**src/rtl/glitch_sequencer_if.sv**
```systemverilog
// rtl/glitch_sequencer_if.sv - shared serial register bus bundle for the glitch sequencer
interface glitch_sequencer_if;
    logic [7:0]  reg_cmd;
    logic [15:0] reg_bytecount;
    logic [7:0]  reg_data_in;
    logic [7:0]  reg_data_out;
    logic        reg_read;
    logic        reg_write;

    modport master (
        output reg_cmd, reg_bytecount, reg_data_in, reg_read, reg_write,
        input  reg_data_out
    );

    modport slave (
        input  reg_cmd, reg_bytecount, reg_data_in, reg_read, reg_write,
        output reg_data_out
    );
endinterface

```
**src/rtl/glitch_sequencer.sv**
```systemverilog
// rtl/glitch_sequencer.sv - armed trigger scheduler playing back up to four (delay, width) pulse slots
module glitch_sequencer #(
    parameter int NUM_SLOTS = 4,
    parameter int CMD_BASE  = 40
) (
    input  logic               timerclk,
    input  logic               reset,
    input  logic               trigger_in,
    glitch_sequencer_if.slave  bus,
    output logic               glitch_out,
    output logic               busy,
    output logic               done
);

    typedef enum logic [1:0] {
        ST_IDLE  = 2'd0,
        ST_ARMED = 2'd1,
        ST_DELAY = 2'd2,
        ST_PULSE = 2'd3
    } state_t;

    localparam logic [7:0] CMD_CTRL  = 8'(CMD_BASE + 0);
    localparam logic [7:0] CMD_SEL   = 8'(CMD_BASE + 1);
    localparam logic [7:0] CMD_DLY   = 8'(CMD_BASE + 2);
    localparam logic [7:0] CMD_WID   = 8'(CMD_BASE + 3);
    localparam logic [7:0] CMD_CNT   = 8'(CMD_BASE + 4);
    localparam logic [7:0] CMD_STS   = 8'(CMD_BASE + 5);
    localparam logic [2:0] MAX_COUNT = 3'(NUM_SLOTS);

    // Slot storage is always four deep so the 2-bit selectors index it cleanly;
    // entries at or above NUM_SLOTS are never written and read back as 0.
    logic [31:0] delay_r [4];
    logic [15:0] width_r [4];
    logic [2:0]  count_r;
    logic [1:0]  slot_sel;
    logic        auto_rearm;
    logic        err;
    logic        done_sticky;
    logic [7:0]  pulse_cnt;
    logic        trig_prev;

    state_t      state, state_nx;
    logic [31:0] counter, counter_nx;
    logic [1:0]  cur_slot, slot_nx;
    logic        glitch_nx;
    logic        done_nx;
    logic        pulse_fire;

    logic [15:0] bc;
    logic        wr_ctrl, arm_req, abort_req, clear_req;
    logic        cfg_write, cfg_drop, sel_ok;
    logic        trig_edge;
    logic [2:0]  active_cnt;
    logic        last_slot;
    logic [1:0]  next_slot;
    logic [15:0] cur_width;
    logic [31:0] pulse_load;
    logic [31:0] sel_delay;
    logic [15:0] sel_width;
    logic [7:0]  rd_data;

    assign bc        = bus.reg_bytecount;
    assign wr_ctrl   = bus.reg_write && (bus.reg_cmd == CMD_CTRL) && (bc == 16'd0);
    assign arm_req   = wr_ctrl && bus.reg_data_in[0];
    assign abort_req = wr_ctrl && bus.reg_data_in[1];
    assign clear_req = wr_ctrl && bus.reg_data_in[3];
    assign cfg_write = bus.reg_write && ((bus.reg_cmd == CMD_SEL) || (bus.reg_cmd == CMD_DLY) ||
                                         (bus.reg_cmd == CMD_WID) || (bus.reg_cmd == CMD_CNT));
    assign cfg_drop  = cfg_write && busy;
    assign sel_ok    = ({1'b0, slot_sel} < MAX_COUNT);

    // Edge detector runs in every state so a level held across re-arm never retriggers.
    assign trig_edge = trigger_in && !trig_prev;

    assign active_cnt = (count_r == 3'd0)      ? 3'd1 :
                        (count_r > MAX_COUNT)  ? MAX_COUNT : count_r;
    assign last_slot  = (({1'b0, cur_slot} + 3'd1) >= active_cnt);
    assign next_slot  = cur_slot + 2'd1;
    assign cur_width  = width_r[cur_slot];
    assign pulse_load = (cur_width == 16'd0) ? 32'd0 : {16'd0, cur_width - 16'd1};

    assign busy      = (state == ST_DELAY) || (state == ST_PULSE);
    assign sel_delay = delay_r[slot_sel];
    assign sel_width = width_r[slot_sel];

    // Sequencer state, counter and registered outputs.
    always_ff @(posedge timerclk or posedge reset) begin
        if (reset) begin
            state      <= ST_IDLE;
            counter    <= 32'd0;
            cur_slot   <= 2'd0;
            glitch_out <= 1'b0;
            done       <= 1'b0;
        end else begin
            state      <= state_nx;
            counter    <= counter_nx;
            cur_slot   <= slot_nx;
            glitch_out <= glitch_nx;
            done       <= done_nx;
        end
    end

    // Next-state logic: abort overrides everything, the delay counter only decrements when nonzero.
    always_comb begin
        state_nx   = state;
        counter_nx = counter;
        slot_nx    = cur_slot;
        glitch_nx  = glitch_out;
        done_nx    = 1'b0;
        pulse_fire = 1'b0;
        if (abort_req) begin
            state_nx  = ST_IDLE;
            glitch_nx = 1'b0;
        end else begin
            case (state)
                ST_IDLE: begin
                    if (arm_req) state_nx = ST_ARMED;
                end
                ST_ARMED: begin
                    if (trig_edge) begin
                        state_nx   = ST_DELAY;
                        counter_nx = delay_r[0];
                        slot_nx    = 2'd0;
                    end
                end
                ST_DELAY: begin
                    if (counter == 32'd0) begin
                        state_nx   = ST_PULSE;
                        glitch_nx  = 1'b1;
                        counter_nx = pulse_load;
                    end else begin
                        counter_nx = counter - 32'd1;
                    end
                end
                ST_PULSE: begin
                    if (counter == 32'd0) begin
                        glitch_nx  = 1'b0;
                        pulse_fire = 1'b1;
                        if (last_slot) begin
                            done_nx  = 1'b1;
                            state_nx = auto_rearm ? ST_ARMED : ST_IDLE;
                        end else begin
                            slot_nx    = next_slot;
                            state_nx   = ST_DELAY;
                            counter_nx = delay_r[next_slot];
                        end
                    end else begin
                        counter_nx = counter - 32'd1;
                    end
                end
                default: state_nx = ST_IDLE;
            endcase
        end
    end

    // Configuration registers, sticky status and the trigger history bit.
    always_ff @(posedge timerclk or posedge reset) begin
        if (reset) begin
            for (int i = 0; i < 4; i++) begin
                delay_r[i] <= 32'd0;
                width_r[i] <= 16'd0;
            end
            count_r     <= 3'd1;
            slot_sel    <= 2'd0;
            auto_rearm  <= 1'b0;
            err         <= 1'b0;
            done_sticky <= 1'b0;
            pulse_cnt   <= 8'd0;
            trig_prev   <= 1'b0;
        end else begin
            trig_prev <= trigger_in;
            if (wr_ctrl) auto_rearm <= bus.reg_data_in[2];
            if (cfg_write && !busy) begin
                case (bus.reg_cmd)
                    CMD_SEL: if (bc == 16'd0) slot_sel <= bus.reg_data_in[1:0];
                    CMD_DLY: if (bc < 16'd4 && sel_ok)
                        delay_r[slot_sel][{bc[1:0], 3'b000} +: 8] <= bus.reg_data_in;
                    CMD_WID: if (bc < 16'd2 && sel_ok)
                        width_r[slot_sel][{bc[0], 3'b000} +: 8] <= bus.reg_data_in;
                    CMD_CNT: if (bc == 16'd0) count_r <= bus.reg_data_in[2:0];
                    default: ;
                endcase
            end
            err         <= (err && !clear_req) || cfg_drop;
            done_sticky <= (done_sticky && !clear_req) || done_nx;
            pulse_cnt   <= (clear_req ? 8'd0 : pulse_cnt) + {7'd0, pulse_fire};
        end
    end

    // Combinational read mux; unknown commands and out-of-range bytes read as 0.
    always_comb begin
        rd_data = 8'h00;
        if (bus.reg_read) begin
            case (bus.reg_cmd)
                CMD_SEL: if (bc == 16'd0) rd_data = {6'd0, slot_sel};
                CMD_DLY: if (bc < 16'd4) rd_data = sel_delay[{bc[1:0], 3'b000} +: 8];
                CMD_WID: if (bc < 16'd2) rd_data = sel_width[{bc[0], 3'b000} +: 8];
                CMD_CNT: if (bc == 16'd0) rd_data = {5'd0, count_r};
                CMD_STS: begin
                    if (bc == 16'd0)      rd_data = {cur_slot, err, done_sticky, 2'b00, state};
                    else if (bc == 16'd1) rd_data = pulse_cnt;
                end
                default: ;
            endcase
        end
    end

    assign bus.reg_data_out = rd_data;

endmodule
```
**src/flat_wrapper.sv**
```systemverilog
// flat-port wrapper written by rule: the top's interface ports become plain ports
module glitch_sequencer_flat 
#(
    parameter int NUM_SLOTS = 4,
    parameter int CMD_BASE  = 40
)
  (timerclk, reset, trigger_in, glitch_out, busy, done, bus_reg_cmd, bus_reg_bytecount, bus_reg_data_in, bus_reg_read, bus_reg_write, bus_reg_data_out);
  glitch_sequencer_if bus_i ();
  input  logic timerclk;
  input  logic reset;
  input  logic trigger_in;
  output logic glitch_out;
  output logic busy;
  output logic done;
  input wire logic [$bits(bus_i.reg_cmd)-1:0] bus_reg_cmd;
  input wire logic [$bits(bus_i.reg_bytecount)-1:0] bus_reg_bytecount;
  input wire logic [$bits(bus_i.reg_data_in)-1:0] bus_reg_data_in;
  input wire logic [$bits(bus_i.reg_read)-1:0] bus_reg_read;
  input wire logic [$bits(bus_i.reg_write)-1:0] bus_reg_write;
  output wire logic [$bits(bus_i.reg_data_out)-1:0] bus_reg_data_out;
  assign bus_i.reg_cmd = bus_reg_cmd;
  assign bus_i.reg_bytecount = bus_reg_bytecount;
  assign bus_i.reg_data_in = bus_reg_data_in;
  assign bus_i.reg_read = bus_reg_read;
  assign bus_i.reg_write = bus_reg_write;
  assign bus_reg_data_out = bus_i.reg_data_out;
  glitch_sequencer #(.NUM_SLOTS(NUM_SLOTS), .CMD_BASE(CMD_BASE)) u_core (.timerclk(timerclk), .reset(reset), .trigger_in(trigger_in), .bus(bus_i), .glitch_out(glitch_out), .busy(busy), .done(done));
endmodule
```
**config.mk**
```make
export PLATFORM = sky130hd
export DESIGN_NAME = glitch_sequencer_flat
export DESIGN_NICKNAME = d
export VERILOG_FILES = /design/src/rtl/glitch_sequencer_if.sv /design/src/rtl/glitch_sequencer.sv /design/src/flat_wrapper.sv
export SDC_FILE = /design/constraint.sdc
export NUM_CORES = 1
export LEC_CHECK = 0
export ABC_AREA = 1
export CAP_MARGIN = 20
export CORE_AREA = 5 5 195 197
export DETAILED_ROUTE_END_ITERATION = 10
export DIE_AREA = 0 0 200 202
export PLACE_DENSITY = 0.54
export SLEW_MARGIN = 25
export SYNTH_ARGS = -nofsm -noshare
export SYNTH_HDL_FRONTEND = slang
export SYNTH_SLANG_ARGS = --single-unit
```
**constraint.sdc**
```tcl
create_clock -name timerclk -period 11.7 [get_ports timerclk]
set_input_delay 3.51 -clock timerclk [delete_from_list [all_inputs] [get_ports timerclk]]
set_output_delay 3.51 -clock timerclk [all_outputs]
set_load 0.01 [all_outputs]
```
Yosys cells after proc, flatten, opt, wreduce, memory -nomap -nowiden
Index checks and enable logic that the tools add are counted.
{ "word_totals": {"regBits": 247, "latch_bits": 0, "mem_bits_rw": 0, "rom_bits": 0, "memories": 0} }
{ "classes": {"addsub": 7, "n_mul": 0, "n_div": 0, "order_cmp": 8, "eq_ne": 18, "shifts": 6, "n_mux": 58, "n_bitwise": 4, "n_reduce_logical": 37} }
{ "ops": {"columns": ["op", "count"], "rows": [
  ["2-to-1 mux 32 bit", 9],
  ["binary-select mux 32 bit (select 2 bit)", 2],
  ["bitwise mux 128 bit", 1],
  ["2-to-1 mux 16 bit", 6],
  ["one-hot mux 32 bit (3 select lines)", 1],
  ["binary-select mux 16 bit (select 2 bit)", 2],
  ["bitwise mux 64 bit", 1],
  ["demux 32 bit (select 2 bit)", 1],
  ["equality test 8 x 6 -> 1 bit, second input constant", 6],
  ["2-to-1 mux 8 bit", 6],
  ["one-hot mux 8 bit (5 select lines)", 1],
  ["demux 16 bit (select 2 bit)", 1],
  ["logical NOT 16 bit", 2],
  ["logical NOT 32 bit", 1],
  ["variable shift 8 x 7 -> 32 bit, first input constant", 1],
  ["variable part select 32 x 6 -> 8 bit", 1],
  ["variable part select 8 x 7 -> 32 bit", 1],
  ["subtractor 32 x 1 -> 32 bit, second input constant", 1],
  ["2-to-1 mux 2 bit", 10],
  ["equality test 16 x 1 -> 1 bit, second input constant", 1],
  ["< comparator 16 x 2 -> 1 bit, second input constant", 1],
  ["< comparator 16 x 3 -> 1 bit, second input constant", 1],
  ["variable shift 8 x 6 -> 16 bit, first input constant", 1],
  ["variable part select 16 x 5 -> 8 bit", 1],
  ["35 further kinds", 79]
]} }

Logic depth before layout (Yosys ltp)
{ "logic_depth": {"word_depth": 9, "ltp_mapped": 18, "mapped_depth_nobuf": 16} }

Worst setup path after synthesis
OpenSTA, ideal clock, no wires.
{ "synth_timing": {"path_kind": "input to output", "startpoint": "input bus_reg_bytecount[0]", "endpoint": "output bus_reg_data_out[1]", "arrival_time_ns": 5.914, "required_time_ns": 8.190, "setup_slack_ns": 2.276, "stages": 12, "n_path_buf": 2, "cell_sequence": "inv_1 clkbuf_1 clkbuf_1 ha_1 inv_1 nor2_1 inv_1 nor3_1 nand2_1 o2111ai_1 nor2_1 nor2_1"} }
{ "synth_between": {"elab_chain_cells": 5, "word_cells_on_any_way": 14, "classes_between": "2 x order compare; 1 x eq/ne; 2 x shift; 8 x mux; 1 x reduce/logical"} }
{ "synth_rtl": {"columns": ["item", "line_no", "source"], "rows": [
  ["start: declaration", "flat_wrapper.sv:16", "input wire logic [$bits(bus_i.reg_bytecount)-1:0] bus_reg_bytecount;"],
  ["parallel branches: the longest is 3 deep, another holds < comparator 16 x 2 -> 1 bit", null, null],
  ["one-hot mux 8 bit (5 select lines) (*)", "glitch_sequencer.sv:194", "case (bus.reg_cmd)"],
  ["2-to-1 mux 8 bit (*)", "glitch_sequencer.sv:193", "if (bus.reg_read) begin"],
  ["end: declaration", "flat_wrapper.sv:20", "output wire logic [$bits(bus_i.reg_data_out)-1:0] bus_reg_data_out;"]
]} }
Every way passes the cells marked *.

Final worst setup path
{ "layout_timing": {"startpoint": "input bus_reg_bytecount[1]", "endpoint": "output bus_reg_data_out[1]"} }
Same word-level chain as after synthesis.

==> summary by stage <==
Power
The total power after layout is 3120 uW. Internal power comes to approximately 1800 uW. The power density relative to cell area is 187 nW/um^2. The switching part of the total is 0.428. The clock group share of total power is 0.298. The share of total power dissipated in sequential elements is 0.319. In this run the power spent charging and discharging nets is 1330 uW.

The largest voltage drop on the vdd net is between 0.0001 and 0.00015 V. In this run the static leakage power is 0.00745 uW. Of the total power, combinational logic draws 0.383.

Placement
Buffers placed on the I/O ports in this run total 47. The last weighted congestion value of the routability-driven placer is 0.933. The total instance count after detailed placement is 2485.

Detailed placement finished with a half-perimeter wire length of 40000 um. Before CTS, the worst setup slack after placement is 1.28 ns.

Clock tree
The clock tree from TritonCTS is yes. In this run, CTS created clock tree buffers numbering 30. The H-tree level count is 1.

The total of hold buffers inserted after clock tree synthesis is 0. The number of buffers inserted to repair setup after CTS is 0. The maximum buffer depth of the clock tree is 3.

Clock-pin slew was measured on the worst setup and hold paths at roughly 0.050 ns. The source-to-sink clock delay at the later pin of the worst-skew pair is 0.59 ns. The number of gates given a new drive strength after cts is 0. The CTS root buffer is sky130_fd_sc_hd__clkbuf_16. The total number of clock tree sinks is 247.

STA
The number of hold violations in the final report is 0. The fmax is 94.9 MHz. The number of slew-limit violations in the final report is 0. The post-route clock skew is 0.0315 ns.

The final number of setup-violating endpoints is 0. The shortest period the worst path allows is 10.54 ns. Setup repair after global routing left no endpoint under its margin. The final worst slack is 1.16 ns. The tightest slew margin relative to the limit is 0.263.

Dividing the final minimum period by the clock period gives 0.901. The slew at the pin closest to its max-slew limit is 1.10 ns. Setup total negative slack on the finished layout was measured at 0 ns. The hold slack is 0.479 ns.

Drt
The number of design rule violations left after detail routing is 0. The highest layer touched by signal routing is met5. In this run, the number of DRC markers left after iteration 0 of detailed routing was 1580. The via count of the routed design is 14.7k. The routed wire length is approximately 57000 um. Wire segments on met3 add up to approximately 5300 um in the final route. In the final routing, the length of wire on met1 measures about 26000 um. The first TritonRoute pass finished after 6 iterations. The number of nets with antenna violations after detailed routing is 0. The final routed wire length divided by cell count is between 20 and 25 um. The post-detailed-route via-to-cell ratio is 5.79. Wire segments on met2 add up to 24100 um in the final route.

Synth
The largest total area in the synthesized netlist belongs to sky130_fd_sc_hd__dfrtp_1. After synthesis, the largest family of logic cells by area is simple AND/OR/NAND/NOR gates. The mean cell area of the mapped netlist is 7.30 um^2.

Ranked by instance count, the synthesized netlist is headed by sky130_fd_sc_hd__nand2_1, sky130_fd_sc_hd__dfrtp_1, sky130_fd_sc_hd__o21ai_0. The share of synthesized area in the top cell type comes to 0.411. Counting every instance in the synthesized netlist gives 2051. The share of the Yosys chip area taken by registers is 0.413. The arithmetic-cell share of the synthesized area counting full adders, half adders and majority gates is 0.0109. Counting distinct cell types in the post-synthesis netlist gives 54. After synthesis the netlist holds a flip-flop and latch count of ~250.

Of the total synthesized cell area, the portion taken by AND, OR, NAND and NOR gates is 0.286. The primary flip-flop cell chosen by synthesis mapping is sky130_fd_sc_hd__dfrtp_1. Of the total synthesized cell area, the portion taken by XOR and XNOR cells is 0.0123. The synthesized netlist net count is about 2.1k. Among all cell types in the netlist, the one instantiated most often is sky130_fd_sc_hd__nand2_1.

In this run, synthesis inferred 0 flip-flops with an integrated enable. Counting flops with an async set or reset pin after synthesis yields a share of 1.00. The post-synth design cell area is 15000 um^2. The area fraction in compound gates after synthesis is 0.197. Of the post-synthesis cell area, the part taken by muxes is 0.00334.

The number of warnings printed during yosys synthesis is 0. Ranked by total cell area, the synthesized netlist is headed by sky130_fd_sc_hd__dfrtp_1, sky130_fd_sc_hd__nand2_1, sky130_fd_sc_hd__o21ai_0.

Setup path
The startpoint of the worst register-to-register path is u_core.cur_slot[0]$_DFFE_PP0P_. Measured in cells, the most critical reg-to-reg path has a length of 13. Along the worst path, the maximum fanout reaches 12. The type of element launching the critical path is an input port. For flop-to-flop paths, the worst setup slack is ~8 ns. On the worst path, the slowest cell contributes a delay of 0.57 ns. By startpoint and endpoint, the worst setup path is classified as in2out. The data arrival time of the critical path is between 7 and 8 ns. The sort of element at the end of the critical path is an output port.

The largest individual stage delay along the critical path comes from the cell sky130_fd_sc_hd__clkdlybuf4s50_1. At the worst endpoint, the required time is 8.19 ns. The critical path goes through clkdlybuf4s50_1 > buf_4 > clkinv_1 > ha_1 > inv_1 > nor2_1 > inv_1 > nor3_1 > nand2_1 > o2111ai_1 > nor2_1 > nor2_1 > clkdlybuf4s50_1.

The endpoint identified for the worst register-to-register timing path is u_core.counter[1]$_DFFE_PP0P_. The most frequent cell on the critical path is sky130_fd_sc_hd__nor2_1.

Final layout
The antenna diode count is 0. In the final layout, the share of cells above drive strength 1 is 0.0560. The final layout contains 2099 nets. The post-route non-filler standard cell count is 2538. Compared with the post-synthesis result, the final layout area differs by 11.0%. The number of fillers in the final layout is 3764.

Die
The die is 200 um wide. For this design the top-level I/O count stands at 48. The die is approximately 200 um tall. The floorplan has 70 rows. The area enclosed by the die boundary is 40400 um^2.

For this configuration, the core starts out at a cell density of 0.415. The area of the core is 36100 um^2.

Global routing
In the global route stage, overall resource usage came out at 0.279. The number of antenna violations at the first check in global routing is 1. The global-route wire length before repair is just under 90000 um. The total overflow left after global routing is 0. Entering global routing, the biggest net connects ~130 pins. The number of global-route vias before repair was 13.7k.

Hold path
The path with the worst hold slack has its endpoint at u_core.counter[26]$_DFFE_PP0P_. In this run the most critical hold path is launched from u_core.counter[26]$_DFFE_PP0P_. The cell depth of the worst hold path is 2. The kind of path behind the tightest hold check is reg2reg.

Flow run
The tool flagged a number of max-cap violations equal to 0.

Status
The flow ran to the end, and the final reports show no timing, DRC or antenna violations.
## state kept, by name, summed over array words and instances (netlist names)
register            cells
u_core.delay_r        128
u_core.width_r         64
u_core.counter         32
u_core.pulse_cnt        8
u_core.count_r          3
u_core.cur_slot         2
u_core.slot_sel         2
u_core.state            2
u_core.auto_rearm       1
u_core.done             1
u_core.done_sticky      1
u_core.err              1
u_core.glitch_out       1
u_core.trig_prev        1
## metal layers
layer	global-route usage	vias to the layer above
met5	0	-
met4	0.0946	2
met3	0.0700	114
met2	0.399	670
met1	0.410	6988
li1	-	6916
## per-stage QoR
stage / area [um^2] / util
floorplan: 15000 / -
global placement: 15700 / 0.434
detailed placement: 15700 / 0.434
CTS: 16600 / 0.461
global route: 16600 / 0.461
finish: 16600 / 0.461
## layout make-up
| class | count | area [um^2] | share of cell area |
|---|---|---|---|
| Multi-Input combinational cell | 1541 | 7640 | 0.460 |
| Sequential cell | 247 | 6190 | 0.372 |
| Clock buffer | 44 | 873 | 0.0525 |
| Timing Repair Buffer | 67 | 628 | 0.0378 |
| Inverter | 162 | 619 | 0.0373 |
| Tap cell | 468 | 586 | 0.0352 |
| Clock inverter | 9 | 88.8 | 0.00534 |
## placed cells by master (no fill, tap or decap), drive strengths merged, types with 44 or more instances in the layout
cell type | synthesis | final
a21oi | 57 | 57
clkbuf | 52 | 44
clkdlybuf4s50 | 0 | 46
dfrtp | 246 | 246
inv | 161 | 161
nand2 | 555 | 555
nand3 | 141 | 141
nor2 | 221 | 221
o21ai | 319 | 319
o22ai | 85 | 85
## power groups by stage
stage	Combinational [uW]	Clock [uW]	Sequential, uW
global route	1310	978	999
global placement	1160	0	1010
finish	1190	929	993
floorplan	806	0	964
CTS	1170	941	991
detailed placement	1170	0	1000
## critical path: cells and delay by family
kind                       cells  cell delay [ns]
adders and majority gates      1             0.41
AOI/OAI and AO/OA              1             0.12
buffers and inverters          6             1.90
and+or+nand+nor                5             1.08
## worst max-delay path by stage
stage	slack [ns]	endpoint	startpoint
final	1.16	bus_reg_data_out[1]	bus_reg_bytecount[1]
after global placement	1.33	bus_reg_data_out[1]	bus_reg_bytecount[1]
after global routing	0.97	bus_reg_data_out[1]	bus_reg_bytecount[1]
after detailed placement	1.28	bus_reg_data_out[1]	bus_reg_bytecount[1]
after floorplan	1.41	u_core.auto_rearm$_DFFE_PP0N_	reset
after CTS	1.27	bus_reg_data_out[1]	bus_reg_bytecount[1]
## kinds of logic after synthesis
family / Yosys count
xor gates and xnor gates: 21
and+or+nand+nor: 977
DFF: 247
buffers and inverters: 263
AOI/OAI and AO/OA: 525
muxes: 5
adders and majority gates: 13
(Power assumes the default switching activity.)
